==> src/rtl/etapa3_iterativa_pkg.sv <==
// Shared widths and FSM encoding for the iterative divider stage.
package etapa3_iterativa_pkg;

  localparam int DV_MSB = 15;
  localparam int DD_MSB = 31;
  localparam int Q_MSB  = 15;

  typedef enum logic [1:0] {
    IDLE = 2'd0,
    RUN  = 2'd1,
    DONE = 2'd2
  } state_t;

endpackage

==> src/rtl/etapa3_iterativa_paso.sv <==
// One restoring shift-subtract step: the work register holds the partial remainder in its
// upper half and shifts quotient bits into its lower half.
module etapa3_iterativa_paso #(
  parameter int AnchoDv = 15,
  parameter int AnchoDd = 31
) (
  input  logic [AnchoDd:0] w,
  input  logic [AnchoDv:0] d,
  output logic [AnchoDd:0] w_next
);

  localparam int DL = AnchoDv + 1;

  logic [DL:0]   hi;
  logic [DL-1:0] diff;
  logic          fits;

  // hi is the upper 17 bits of {w,1'b0}; its MSB only matters for the compare.
  always_comb begin
    hi   = w[AnchoDd:AnchoDv];
    fits = (hi >= {1'b0, d});
    diff = hi[DL-1:0] - d;
    if (fits) w_next = {diff, w[AnchoDv-1:0], 1'b1};
    else      w_next = {w[AnchoDd-1:0], 1'b0};
  end

endmodule

==> src/rtl/etapa3_iterativa.sv <==
// Divider stage 3: unsigned restoring division on magnitudes, one quotient bit per clock,
// with an early-out for divide-by-zero and quotient overflow.
module etapa3_iterativa
  import etapa3_iterativa_pkg::*;
#(
  parameter int AnchoDv = DV_MSB,
  parameter int AnchoDd = DD_MSB,
  parameter int AnchoQ  = Q_MSB
) (
  input  logic             clk,
  input  logic             reset,
  input  logic             goIn,
  input  logic [AnchoDv:0] divisorIn,
  input  logic [AnchoDd:0] dividendIn,
  input  logic             negDivisorIn,
  input  logic             negDividendIn,
  input  logic             DivisorNoCeroIn,
  output logic             readyOut,
  output logic             goOut,
  output logic [AnchoQ:0]  quotientOut,
  output logic [AnchoQ:0]  remainderOut,
  output logic             negDivisorOut,
  output logic             negDividendOut,
  output logic             DivisorNoCeroOut,
  output logic             overflowOut,
  output logic             dropOut
);

  localparam int                CNT_W    = $clog2(AnchoQ + 1);
  localparam logic [CNT_W-1:0]  CNT_LAST = CNT_W'(AnchoQ);

  state_t             state, state_nx;
  logic [CNT_W-1:0]   cnt;
  logic [AnchoDd:0]   w, w_step;
  logic [AnchoDv:0]   d;
  logic               neg_dv, neg_dd, no_cero;
  logic               skip, capture, load_skip, load_run;

  // Quotient cannot fit when the high dividend half already reaches the divisor.
  assign skip = !DivisorNoCeroIn || (dividendIn[AnchoDd:AnchoDv+1] >= divisorIn);

  etapa3_iterativa_paso #(
    .AnchoDv (AnchoDv),
    .AnchoDd (AnchoDd)
  ) u_paso (
    .w      (w),
    .d      (d),
    .w_next (w_step)
  );

  always_ff @(posedge clk or negedge reset) begin
    if (!reset) state <= IDLE;
    else        state <= state_nx;
  end

  always_comb begin
    state_nx = state;
    case (state)
      IDLE:    if (goIn) state_nx = skip ? DONE : RUN;
      RUN:     if (cnt == CNT_LAST) state_nx = DONE;
      DONE:    state_nx = IDLE;
      default: state_nx = IDLE;
    endcase
  end

  always_comb begin
    readyOut  = (state == IDLE);
    capture   = readyOut && goIn;
    load_skip = capture && skip;
    load_run  = (state == RUN) && (cnt == CNT_LAST);
  end

  always_ff @(posedge clk or negedge reset) begin
    if (!reset)            cnt <= '0;
    else if (capture)      cnt <= '0;
    else if (state == RUN) cnt <= cnt + 1'b1;
  end

  // Operand and work registers carry data only; their contents are irrelevant in IDLE.
  always_ff @(posedge clk) begin
    if (capture) begin
      w       <= dividendIn;
      d       <= divisorIn;
      neg_dv  <= negDivisorIn;
      neg_dd  <= negDividendIn;
      no_cero <= DivisorNoCeroIn;
    end else if (state == RUN) begin
      w <= w_step;
    end
  end

  always_ff @(posedge clk or negedge reset) begin
    if (!reset) begin
      goOut            <= 1'b0;
      quotientOut      <= '0;
      remainderOut     <= '0;
      negDivisorOut    <= 1'b0;
      negDividendOut   <= 1'b0;
      DivisorNoCeroOut <= 1'b0;
      overflowOut      <= 1'b0;
      dropOut          <= 1'b0;
    end else begin
      goOut <= load_skip || load_run;
      if (load_skip) begin
        quotientOut      <= '1;
        remainderOut     <= dividendIn[AnchoDd:AnchoDv+1];
        overflowOut      <= 1'b1;
        negDivisorOut    <= negDivisorIn;
        negDividendOut   <= negDividendIn;
        DivisorNoCeroOut <= DivisorNoCeroIn;
      end else if (load_run) begin
        quotientOut      <= w_step[AnchoQ:0];
        remainderOut     <= w_step[AnchoDd:AnchoQ+1];
        overflowOut      <= 1'b0;
        negDivisorOut    <= neg_dv;
        negDividendOut   <= neg_dd;
        DivisorNoCeroOut <= no_cero;
      end
      if (goIn && !readyOut) dropOut <= 1'b1;
    end
  end

endmodule

==> config.mk <==
export PLATFORM = sky130hd
export DESIGN_NAME = etapa3_iterativa
export DESIGN_NICKNAME = d
export VERILOG_FILES = /design/src/rtl/etapa3_iterativa_pkg.sv /design/src/rtl/etapa3_iterativa_paso.sv /design/src/rtl/etapa3_iterativa.sv
export SDC_FILE = /design/constraint.sdc
export NUM_CORES = 1
export LEC_CHECK = 0
export BUFFER_PORTS_ARGS = -buffer_cell sky130_fd_sc_hd__buf_4
export CAP_MARGIN = 40
export CORE_MARGIN = 5
export CORE_UTILIZATION = 61
export CTS_CLUSTER_DIAMETER = 40
export DETAILED_ROUTE_END_ITERATION = 8
export MAX_ROUTING_LAYER = met4
export PLACE_DENSITY = 0.91
export SYNTH_ARGS = -nofsm -noshare
export SYNTH_HDL_FRONTEND = slang
export SYNTH_SLANG_ARGS = --single-unit
==> constraint.sdc <==
create_clock -name clk -period 7.55 [get_ports clk]
set_clock_uncertainty 0.1 [all_clocks]
set_input_delay 0.755 -clock clk [delete_from_list [all_inputs] [get_ports clk]]
set_output_delay 0.755 -clock clk [all_outputs]
set_load 0.02 [all_outputs]
== Word-level counts from Yosys, hierarchy flattened ==
Cells that the tools add are included.
Word-level totals
  flip-flop bits (word level): 95
  input port bits: 54
  output and inout bits: 39
  logic and storage cells: 56
Cells by class
  add/subtract/negate cells: 2
  $lt $le $gt $ge: 2
  equal/unequal tests: 4
  mux-type cells: 21
  reduce and logical (&&, ||, !) cells: 12
Operators by type and width (number)
  2-to-1 mux 32 bit: 3
  2-to-1 mux 16 bit: 4
  >= comparator 17 x 16 -> 1 bit: 1
  >= comparator 16 bit: 1
  subtractor 16 bit: 1
  2-to-1 mux 1 bit: 8
  2-to-1 mux 4 bit: 2
  2-to-1 mux 2 bit: 3
  adder 4 x 1 -> 4 bit, second input constant: 1
  equality test 4 bit, second input constant: 1
  logical AND 1 bit: 4
  one-hot mux 2 bit (2 select lines): 1
  nonzero test 2 bit: 2
  equality test 2 x 1 -> 1 bit, second input constant: 1
  zero test 1 bit: 2
  zero test 2 bit: 1
  logical OR 1 bit: 2
  != test 2 x 1 -> 1 bit, second input constant: 1
  != test 2 bit, second input constant: 1
  AND reduction 2 bit: 1

== Longest topological paths before layout ==
Gate-level depths: netlist of run 1.
  depth in word-level cells: 5
  mapped depth: 11
  depth with buffers taken out: 10

== Modules after synthesis ==
From an unflattened synthesis of run 1, not the netlist that was laid out.
Unflattened totals
  cells, all modules: 577
  area total of the unflattened synthesis: 5683.0 µm²
By module, submodules not included
  etapa3_iterativa: times used 1, cells each 405, area an instance 4398.0 µm², seq. area each 2632.5 µm²
  etapa3_iterativa_paso: times used 1, cells each 172, area an instance 1285.0 µm², seq. area each 0.0 µm²

== Worst setup path after synthesis of run 1 ==
Ideal clock, no wire load.
  kind: input port to flip-flop
  start: in divisorIn[6]
  end: reg remainderOut[10]
  setup time: 77 ps
  data arrival time: 2625 ps
  data required time: 7373 ps
  path slack: 4748 ps
  stages: 10
  buffers on the path: 1
  cells stage by stage: inv_1 ha_1 a21o_1 a221o_1 nor2_1 a211oi_2 nor2_1 clkbuf_1 a22oi_1 o21ai_1
On the way
  longest elaborated chain between the ends: 4
  elaborated cells between the ends (all ways): 5
  those cells by class: order compare (1); mux (1); reduce/logical (3)
RTL lines
  start: declaration: line etapa3_iterativa.sv:13  | input logic [AnchoDv:0] divisorIn,
  >= comparator 16 bit *: line etapa3_iterativa.sv:40  | assign skip = !DivisorNoCeroIn || (dividendIn[AnchoDd:AnchoDv+1] >= divisorIn);
  logical OR 1 bit *: line etapa3_iterativa.sv:40
  logical AND 1 bit *: line etapa3_iterativa.sv:69  | load_skip = capture && skip;
  2-to-1 mux 16 bit or nonzero test 2 bit (tied branches)
  end signal: assignment: line etapa3_iterativa.sv:106  | remainderOut <= dividendIn[AnchoDd:AnchoDv+1];
  end signal: assignment: line etapa3_iterativa.sv:113  | remainderOut <= w_step[AnchoDd:AnchoQ+1];
  end: declaration: line etapa3_iterativa.sv:21  | output logic [AnchoQ:0] remainderOut,
Every way passes the cells marked *; elsewhere a longest branch is shown, timed or not.
A chain may end at the register's enable or synchronous reset.

== Worst setup path after layout of run 1 ==
  start: in divisorIn[13]
  end: reg remainderOut[14]
Same word-level chain as after synthesis.

==> flow_metrics.py, run 1 <==
metrics = {
    "timing": {
        "rsz0062_at_grt": "no",
        "hold_viol": 0,
        "slew_headroom_pct": 40.4,
        "fin_hold_ws_ns": 0.291,
        "finalCriticalPeriod_ns": 3.35,
        "finalSetupTns_ns": 0,
        "clock.fmax_ghz": 0.298,
        "setup_viol": 0,
        "period_share_pct": 44.4,
        "tightest_slew_ns": 0.891,
        "drv_slew": 0,
    },
    "outcome": {
        "status": "finished clean",
    },
    "worst_setup_path": {
        "cp-end-kind": "flip-flop",
        "timing.critical_path.from": "divisorIn[13]",
        "r2r_setup_slack_ns": 4.31,
        "required_ns": 7.66,
        "arrival_ns": 3.46,
        "r2r-end": "w[23]",
        "path_max_fanout": 10,
        "path_class": "primary input to flip-flop",
        "r2r-start": "w[22]",
        "rr_worst_depth": 8,
        "startpoint_type": "primary input",
    },
    "detailed_routing": {
        "vias_per_cell": 5.95,
        "drt.antenna.violating_nets": 0,
        "drt_iter0_drc": 319,
        "wl_per_cell_um": 18.2,
        "firstDrtPassIters": 5,
        "drc": 0,
        "wl_mm": 13.3,
        "via_count": 4342,
    },
    "clock_tree": {
        "tritoncts": "yes",
        "clock_sinks": 95,
        "htreeDepth": 3,
        "clk_latency_ns": 0.37,
        "ctsHoldBuffers": 0,
        "clk_path_buf_depth": 2,
        "cts_buffers": 9,
        "path_clk_slew_ns": 0.10,
        "cts_resized": 0,
        "root_buffer": "clkbuf_8",
        "cts_setup_buffers": 0,
    },
    "synthesis": {
        "async_reset_ff_share_pct": 46.3,
        "avgSynthCellArea_um2": 9.75,
        "ys_seq_elements": 95,
        "synth_edf_count": 51,
        "yosysUniqueCellTypes": 56,
        "synth_ff_type": "edfxtp_1",
        "synth_nets": 617,
        "synth_area_um2": 5160,
        "synth_fa_ha_area_share_pct": 8.39,
        "synth_top_family_by_area": "compound AO/OA/AOI/OAI gates",
        "ys_seq_area_share_pct": 51.0,
        "synthCells": 529,
        "synth_compound_area_share_pct": 16.0,
        "synthMuxAreaShare_pct": 2.76,
        "synthXorXnorAreaFrac_pct": 1.87,
        "synth-simple-area-share_pct": 15.2,
        "ys_warn_count": 0,
    },
    "cells_and_area": {
        "diodes": 0,
        "fin_nets": 708,
        "drive_above_1_share_pct": 20.0,
        "layout_commonest_cell": "nand2_1",
        "syn_to_final_growth_pct": 20.0,
        "final_cell_mix": "nand2_1 (108), buf_4 (99), edfxtp_1 (51)",
    },
    "placement": {
        "io_buffers": 92,
        "gp_congestion": 0.902,
        "dpl.hpwl_mm": 9.47,
    },
    "grt": {
        "grt_overflow_total": 0,
        "grt_usage_pct": 28.1,
        "grt_pass1_vias": 4480,
        "grt_max_degree": 46,
        "antenna_found_initial": 0,
        "grt_pass1_wl_mm": 22.2,
    },
    "die": {
        "rows": 33,
        "num_io_pins": 93,
        "start_util_pct": 62.8,
        "die_area_um2": 10400,
        "dieWidth_um": 102,
        "core_area_um2": 8220,
        "die_y_um": 102,
    },
    "power_and_ir_drop": {
        "p_leak_uw": 0.00280,
        "p_per_area_nw_per_um2": 406,
        "ir_drop_mv": 0.244,
    },
    "hold_path": {
        "hold_path.class": "primary input to asynchronous set/reset pin",
    },
    "run": {
        "max_cap_violations": 0,
    },
}
## stage by stage
stage | power, µW | instance area, µm² | utilization (%) | worst slack, ns | instances
global placement | 2120 | 5960 | 72.5 | 4.04 | 713
global route | 2690 | 6190 | 75.3 | 3.97 | 730
floorplan | 1800 | 5160 | - | 4.75 | 529
CTS | 2500 | 6190 | 75.3 | 4.21 | 730
detailed placement | 2170 | 5990 | 72.9 | 3.87 | 714
finish | 2510 | 6190 | 75.3 | 4.20 | 730
## metal layers
layer	vias to the layer above	GRT usage, %	routed length, µm
li1	2041	-	-
met1	2059	35.1	5180
met2	223	46.3	6730
met3	19	6.28	1180
met4	0	8.07	202
met5	-	-	0
## layout make-up
class	count	area (µm²)
inverter	42	158
multi-input combinational	372	2290
clock inverter	5	38.8
tap	105	131
sequential	95	2630
timing repair buffer	100	771
clock buffer	11	163
fill	542	2030
## power breakdown
| part | internal [µW] | switching (µW) | leakage (µW) |
|---|---|---|---|
| Combinational | 517 | 761 | 0.00173 |
| Clock | 151 | 184 | 0.000101 |
| Sequential | 799 | 101 | 0.000972 |
## worst max path at each step
| stage | end | slack, ns | cells after the start |
|---|---|---|---|
| 2_1_floorplan | remainderOut[10] | 4.75 | 10 |
| 3_3_place_gp | remainderOut[14] | 4.04 | 12 |
| 3_5_place_dp | remainderOut[14] | 3.87 | 12 |
| 4_1_cts | remainderOut[14] | 4.21 | 12 |
| 5_1_grt | remainderOut[14] | 3.97 | 12 |
| 6_report | remainderOut[14] | 4.20 | 12 |
## synthesized netlist by cell type (3+ instances only)
| cell | instances | area [µm²] |
|---|---|---|
| nand2_1 | 108 | 405 |
| edfxtp_1 | 51 | 1530 |
| dfrtp_1 | 44 | 1100 |
| inv_1 | 41 | 154 |
| o21ai_0 | 36 | 180 |
| ha_1 | 33 | 413 |
| nor2_1 | 33 | 124 |
| a21oi_1 | 28 | 140 |
| clkbuf_1 | 14 | 52.6 |
| a22oi_1 | 12 | 90.1 |
| mux2i_1 | 12 | 120 |
| o21ai_1 | 11 | 55.1 |
| nor2b_1 | 10 | 62.6 |
| xnor2_1 | 10 | 87.6 |
| a21o_1 | 8 | 60.1 |
| nand3_1 | 6 | 30.0 |
| nand4_1 | 5 | 31.3 |
| o21a_1 | 5 | 37.5 |
| a31oi_1 | 4 | 25.0 |
| buf_2 | 4 | 20.0 |
| nand2b_1 | 4 | 25.0 |
| nor3_1 | 3 | 15.0 |
| o22ai_1 | 3 | 18.8 |
## logic make-up after synthesis
logic type | Yosys count
fa+ha+maj | 34
compound gates | 131
xor+xnor | 11
flops | 95
mux | 14
simple gates | 182
buf+inv | 62
## sequential cells by signal (all words and copies together) (netlist names)
name,flops
cnt,4
d,16
goOut,1
negDivisorOut,1
remainderOut,16
neg_dd,1
w,32
dropOut,1
DivisorNoCeroOut,1
state,2
neg_dv,1
overflowOut,1
quotientOut,16
negDividendOut,1
no_cero,1
## worst max-delay path: stages
cell and delay, ns:
buf_4 0.08, inv_1 0.04, ha_1 0.30, a211oi_1 0.27
o21ai_0 0.25, a41oi_1 0.41, a211oi_4 0.11, nor2_1 0.70
buf_4 0.30, inv_1 0.09, nor2_1 0.09, a221oi_1 0.06
No activity file was read; power rests on OpenSTA's default activity.
==> inputs of run 2 (changes only) <==
- ABC_AREA: unset -> 1
- CORE_UTILIZATION: 61 -> 57
- PLACE_DENSITY: 0.91 -> 0.86
- clock period: 7.55 -> 3.26 ns (I/O delays scaled with it)
==> run 2 against run 1 <==
Effect of this change: worst hold slack got worse by 0.26 ns; critical path depth shrank 2; cell area up 7.0%; synthesized area is 8.6% higher; sequential power grew 130%; final cell count increased by 27%; wire length rose by 12%; core utilization is 6.9 points lower; power increased by 140%; non-clock buffer count is 2 lower; first-iteration DRC count is 32% higher; count of clock-buffer cells in the layout is 2 lower; highest routed layer unchanged.
==> flow_metrics.py, run 2 <==
metrics = {
    "outcome": {
        "status": "finished clean",
    },
    "grt": {
        "grt_max_degree": 45,
        "grt_pass1_wl_mm": 24.1,
        "grt_overflow_total": 0,
        "antenna_found_initial": 0,
        "grt_pass1_vias": 4997,
        "grt_usage_pct": 27.1,
    },
    "clock_tree": {
        "root_buffer": "clkbuf_8",
        "cts_buffers": 9,
        "htreeDepth": 3,
        "path_clk_slew_ns": 0.11,
        "clk_path_buf_depth": 2,
        "cts_setup_buffers": 0,
        "clk_latency_ns": 0.38,
        "clock_sinks": 95,
        "tritoncts": "yes",
    },
    "detailed_routing": {
        "via_count": 4995,
        "firstDrtPassIters": 4,
        "drc": 0,
        "vias_per_cell": 5.39,
        "wl_per_cell_um": 16.1,
        "drt.antenna.violating_nets": 0,
        "wl_mm": 14.9,
        "drt_iter0_drc": 420,
    },
    "synthesis": {
        "synth_common_cells": "nand2_1 (217), inv_1 (84), nor2_1 (76)",
        "async_reset_ff_share_pct": 46.3,
        "synth_ff_type": "edfxtp_1",
        "synth_area_um2": 5600,
        "synth_edf_count": 51,
        "synth_nets": 786,
        "yosysTopAreaCellShare_pct": 27.3,
        "ys_top_cells_by_area": "edfxtp_1 (27%), dfrtp_1 (20%), nand2_1 (15%)",
        "ys_seq_elements": 95,
        "ys_warn_count": 0,
        "yosysMostFrequentCell": "nand2_1",
        "avgSynthCellArea_um2": 8.03,
        "synthCells": 698,
        "yosysTopAreaCell": "edfxtp_1",
        "ys_seq_area_share_pct": 47.0,
        "yosysUniqueCellTypes": 36,
    },
    "worst_setup_path": {
        "rr_worst_depth": 10,
        "path_max_fanout": 27,
        "cp-end-kind": "flip-flop",
        "startpoint_type": "flip-flop",
        "arrival_ns": 2.63,
        "r2r-start": "w[29]",
        "r2r-end": "w[17]",
        "r2r_setup_slack_ns": 0.66,
        "path_class": "flip-flop to flip-flop",
        "required_ns": 3.29,
    },
    "die": {
        "start_util_pct": 57.9,
        "num_io_pins": 93,
        "die_area_um2": 11900,
        "core_area_um2": 9680,
        "die_y_um": 109,
        "dieWidth_um": 109,
        "rows": 36,
    },
    "timing": {
        "setup_slack_ns": 0.657,
        "tightest_slew_ns": 0.720,
        "clock.fmax_ghz": 0.384,
        "rsz0062_at_grt": "no",
        "hold_viol": 0,
        "drv_slew": 0,
        "finalCriticalPeriod_ns": 2.60,
        "setup_viol": 0,
        "slew_headroom_pct": 51.9,
        "period_share_pct": 79.8,
        "finalSetupTns_ns": 0,
    },
    "power_and_ir_drop": {
        "p_per_area_nw_per_um2": 921,
        "p_leak_uw": 0.00333,
        "ir_drop_mv": 0.688,
    },
    "hold_path": {
        "min_from": "divisorIn[14]",
        "worstHoldPathCells": 1,
        "min_to": "d[14]",
        "hold_path.class": "primary input to flip-flop",
    },
    "cells_and_area": {
        "multi_input_area_um2": 2500,
        "fin_nets": 876,
        "layout_commonest_cell": "nand2_1",
        "postLayoutCellArea_um2": 6620,
        "largest_reg_flops": 32,
        "diodes": 0,
        "syn_to_final_growth_pct": 18.2,
        "drive_above_1_share_pct": 18.0,
        "register_area_um2": 2630,
        "fillers": 767,
        "largest-register": "w",
        "final_cells": 926,
        "final_cell_mix": "nand2_1 (217), buf_4 (96), inv_1 (84)",
    },
    "placement": {
        "dpl.hpwl_mm": 11.0,
        "gp_congestion": 0.912,
        "io_buffers": 92,
        "post_dp_cell_area_um2": 6400,
        "pre_cts_ws_ns": 0.712,
        "dp_cells": 909,
    },
    "run": {
        "max_cap_violations": 0,
    },
}
-- run 2: cell types whose count changed after synthesis, sizes merged, moves of 7 or more --
| cell | change |
|---|---|
| nor2 | +48 |
| nor2b | -10 |
| inv | +53 |
| nand2 | +116 |
| a22oi | -12 |
| mux2i | -12 |
| nand3b | +8 |
| o21ai | -24 |
| nand3 | +70 |
| a21oi | -12 |
| a21o | -7 |
-- run 2: worst max-delay path, cell delays in order, from the launching register on --
cell and delay [ns]:
edfxtp_1 0.44, ha_1 0.36, a21oi_1 0.21, o21a_1 0.15, nand2_1 0.09, nor2_4 0.23
nand2_4 0.27, inv_1 0.23, nand2_1 0.11, nand3_1 0.08, nand2_1 0.07
-- run 2: kinds of logic after synthesis --
| logic type | Yosys count | share of synthesized area [%] |
|---|---|---|
| AND/OR/NAND/NOR | 401 | 31.1 |
| buffers and inverters | 113 | 8.33 |
| flip-flops | 95 | 47.0 |
| AO/OA/AOI/OAI | 48 | 4.82 |
| adder cells (fa/ha/maj) | 34 | 7.73 |
| XOR/XNOR | 7 | 1.09 |
-- run 2: what timing repair did --
item,CTS,global route
hold buffers,1,0
endpoints found under the hold margin,44,0
gates resized for setup,0,0
-- run 2: per-layer routing --
layer	up-vias	wire, µm	global-route usage [%]
met2	228	7200	43.0
met5	-	0	-
li1	2420	-	-
met1	2314	6280	34.6
met4	0	337	9.92
met3	33	1060	5.21
-- run 2: metrics by stage --
step           hold slack [ns]  util [%]  total power, µW
2_1_floorplan          -0.0696         -             4290
3_3_place_gp             0.251      66.1             5150
3_5_place_dp             0.256      66.1             5220
4_1_cts                 0.0225      68.4             6080
5_1_grt                 0.0121      68.4             6580
6_report                0.0269      68.4             6100
-- run 2: how the worst max path moves through the flow --
stage	depth (start not counted)	start	end
2_1_floorplan	4	state[1]	d[0]
3_3_place_gp	9	w[22]	w[0]
3_5_place_dp	10	w[29]	w[17]
4_1_cts	9	w[22]	w[0]
5_1_grt	9	w[25]	w[0]
6_report	10	w[29]	w[17]
-- run 2: layout make-up --
type                    instances  area share (%)
clock buffers                   9            1.87
clock inverters                 7            1.38
inverters                      94            5.33
multi-input cells             490            37.8
flip-flops and latches         95            39.8
well taps                     133            2.51
repair buffers                 98            11.3
-- run 2: power breakdown --
group | leakage [µW] | switching, µW | internal [µW]
sequential | 0.000966 | 257 | 1850
combinational | 0.00226 | 2070 | 1090
clock | 0.000105 | 469 | 372
==> inputs of run 3 (changes only) <==
- ABC_AREA: 1 -> 0
- CORE_UTILIZATION: 57 -> 51
- PLACE_DENSITY: 0.86 -> 0.82
- clock period: 3.26 -> 2.1 ns (I/O delays scaled with it)
==> run 3 against run 2 <==
Effect of this change: the flow now finishes with violations (negative setup slack); via count is 2.7% higher; die area is 2.6% higher; first-iteration DRC count is 16% higher; worst hold slack worse by 0.022 ns; largest power group unchanged; highest routed layer unchanged.
==> flow_metrics.py, run 3 (synthesis gave the netlist of run 1 again) <==
metrics = {
    "outcome": {
        "status": "finished with violations",
        "violations": "negative setup slack",
    },
    "grt": {
        "grt_max_degree": 45,
        "grt_usage_pct": 27.2,
        "antenna_found_initial": 0,
        "grt_pass1_vias": 5222,
        "grt_overflow_total": 0,
        "grt_pass1_wl_mm": 26.2,
    },
    "timing": {
        "hold_viol": 0,
        "slew_headroom_pct": 57.9,
        "rsz0062_at_grt": "yes",
        "setup_slack_ns": -0.754,
        "clock.fmax_ghz": 0.350,
        "fin_hold_ws_ns": 0.00490,
        "period_share_pct": 136,
        "tightest_slew_ns": 0.632,
        "finalCriticalPeriod_ns": 2.85,
        "drv_slew": 0,
        "setup_viol": 35,
    },
    "worst_setup_path": {
        "cp_top_family": "simple AND/OR/NAND/NOR gates",
        "path_buf_inv": 3,
        "r2r-end": "w[28]",
        "crit_slowest_cell": "edfxtp_1",
        "startpoint_type": "flip-flop",
        "cp-end-kind": "flip-flop",
        "required_ns": 2.14,
        "r2r-start": "w[21]",
        "path_class": "flip-flop to flip-flop",
        "crit_chain": "ha_4 -> nand4_1 -> buf_4 -> nor4_4 -> nor4_2 -> a31oi_2 -> buf_6 -> buf_8 -> o22ai_2 -> mux2_4",
        "arrival_ns": 2.89,
        "rr_worst_depth": 10,
        "r2r_setup_slack_ns": -0.75,
        "max_stage_delay_ns": 0.47,
        "path_max_fanout": 5,
    },
    "power_and_ir_drop": {
        "clock_power_share_pct": 9.9,
        "netSwitchingFraction_pct": 40.7,
        "p_per_area_nw_per_um2": 1660,
        "power_uw": 12800,
        "internal_power_uw": 7560,
        "p_sw_uw": 5190,
        "combPwrFrac_pct": 64.1,
        "p_seq_share_pct": 26.0,
        "ir_drop_mv": 0.820,
        "p_leak_uw": 0.00345,
    },
    "placement": {
        "post_dp_cell_area_um2": 6810,
        "io_buffers": 92,
        "dp_cells": 841,
        "dpl.hpwl_mm": 11.0,
        "gp_congestion": 0.908,
    },
    "hold_path": {
        "min_from": "dividendIn[4]",
        "hold_path.class": "primary input to flip-flop",
        "worstHoldPathCells": 3,
        "min_to": "w[4]",
    },
    "clock_tree": {
        "clk_path_buf_depth": 2,
        "clock_sinks": 95,
        "path_clk_slew_ns": 0.10,
        "root_buffer": "clkbuf_8",
        "htreeDepth": 3,
        "clk_latency_ns": 0.37,
        "cts_buffers": 9,
        "tritoncts": "yes",
    },
    "cells_and_area": {
        "drive_above_1_share_pct": 37.6,
        "diodes": 0,
        "fin_nets": 836,
        "layout_commonest_cell": "buf_4",
        "fillers": 583,
        "syn_to_final_growth_pct": 48.5,
        "final_cell_mix": "buf_4 (197), nand2_1 (107), edfxtp_1 (51)",
        "postLayoutCellArea_um2": 7660,
        "largest-register": "w",
        "fin_util_pct": 78.0,
        "largest_reg_flops": 32,
        "final_cells": 885,
    },
    "detailed_routing": {
        "drt.antenna.violating_nets": 0,
        "wl_per_cell_um": 20.5,
        "via_count": 5129,
        "drt_iter0_drc": 487,
        "firstDrtPassIters": 8,
        "wl_mm": 18.2,
        "vias_per_cell": 5.80,
        "drc": 0,
    },
    "die": {
        "dieWidth_um": 111,
        "start_util_pct": 52.5,
        "num_io_pins": 93,
        "die_y_um": 111,
        "rows": 36,
        "core_area_um2": 9820,
        "die_area_um2": 12200,
    },
    "run": {
        "max_cap_violations": 0,
    },
}
-- run 3: cell count changes in the layout (fill, tap and decap cells not counted), sizes merged, moves of 19 or more --
cell and delta:
nand2 -116, o21ai +24, inv -54, dlygate4sd3 +19
buf +111, nand3 -70, nor2 -48
-- run 3: layout make-up --
type | count | area (µm²) | area share, %
multi-input combinational | 372 | 2680 | 35.0
sequential | 95 | 2630 | 34.4
timing repair buffer | 228 | 1830 | 23.9
tap | 133 | 166 | 2.17
inverter | 42 | 158 | 2.06
clock buffer | 12 | 145 | 1.89
clock inverter | 3 | 43.8 | 0.572
-- run 3: worst max-delay path by stage --
stage | start | to | slack, ns | depth (start not counted)
2_1_floorplan | d[1] | w[31] | -0.57 | 9
3_3_place_gp | w[18] | w[31] | -0.59 | 8
3_5_place_dp | d[3] | w[31] | -0.69 | 9
4_1_cts | d[1] | w[31] | -0.61 | 9
5_1_grt | w[21] | w[30] | -0.80 | 10
6_report | w[21] | w[28] | -0.75 | 10
-- run 3: power by group through the flow --
stage	sequential [µW]	clock, µW	combinational, µW
finish	3320	1260	8170
global route	3370	1330	8650
CTS	3220	1230	6520
detailed placement	3240	0	6180
global placement	3220	0	5930
floorplan	3370	0	3330
-- run 3: stage by stage --
| stage | setup TNS, ns | setup slack [ns] |
|---|---|---|
| after floorplan | -7.67 | -0.570 |
| after global placement | -23.24 | -0.594 |
| after detailed placement | -27.74 | -0.688 |
| after CTS | -16.03 | -0.610 |
| after global routing | -25.66 | -0.802 |
| final | -23.32 | -0.754 |
-- run 3: worst reg2reg max path, stage by stage (launching register included) --
cell and delay (ns):
edfxtp_1 0.47, ha_4 0.33, nand4_1 0.20, buf_4 0.23, nor4_4 0.32, nor4_2 0.08
a31oi_2 0.20, buf_6 0.16, buf_8 0.14, o22ai_2 0.11, mux2_4 0.28
-- run 3: what timing repair did --
action	in CTS	in global routing
setup endpoints to repair	53	52
pin swaps	2	6
buffers inserted	3	5
gates cloned	0	1
hold buffers	19	1
endpoints found under the hold margin	63	1
gates resized for setup	16	66
-- run 3: metal layers --
layer / global-route usage (%) / up-vias / wire length (µm)
met4: 9.61 / 0 / 879
met5: - / - / 0
met2: 46.0 / 284 / 8970
met1: 32.7 / 2474 / 6890
li1: - / 2295 / -
met3: 5.20 / 76 / 1450
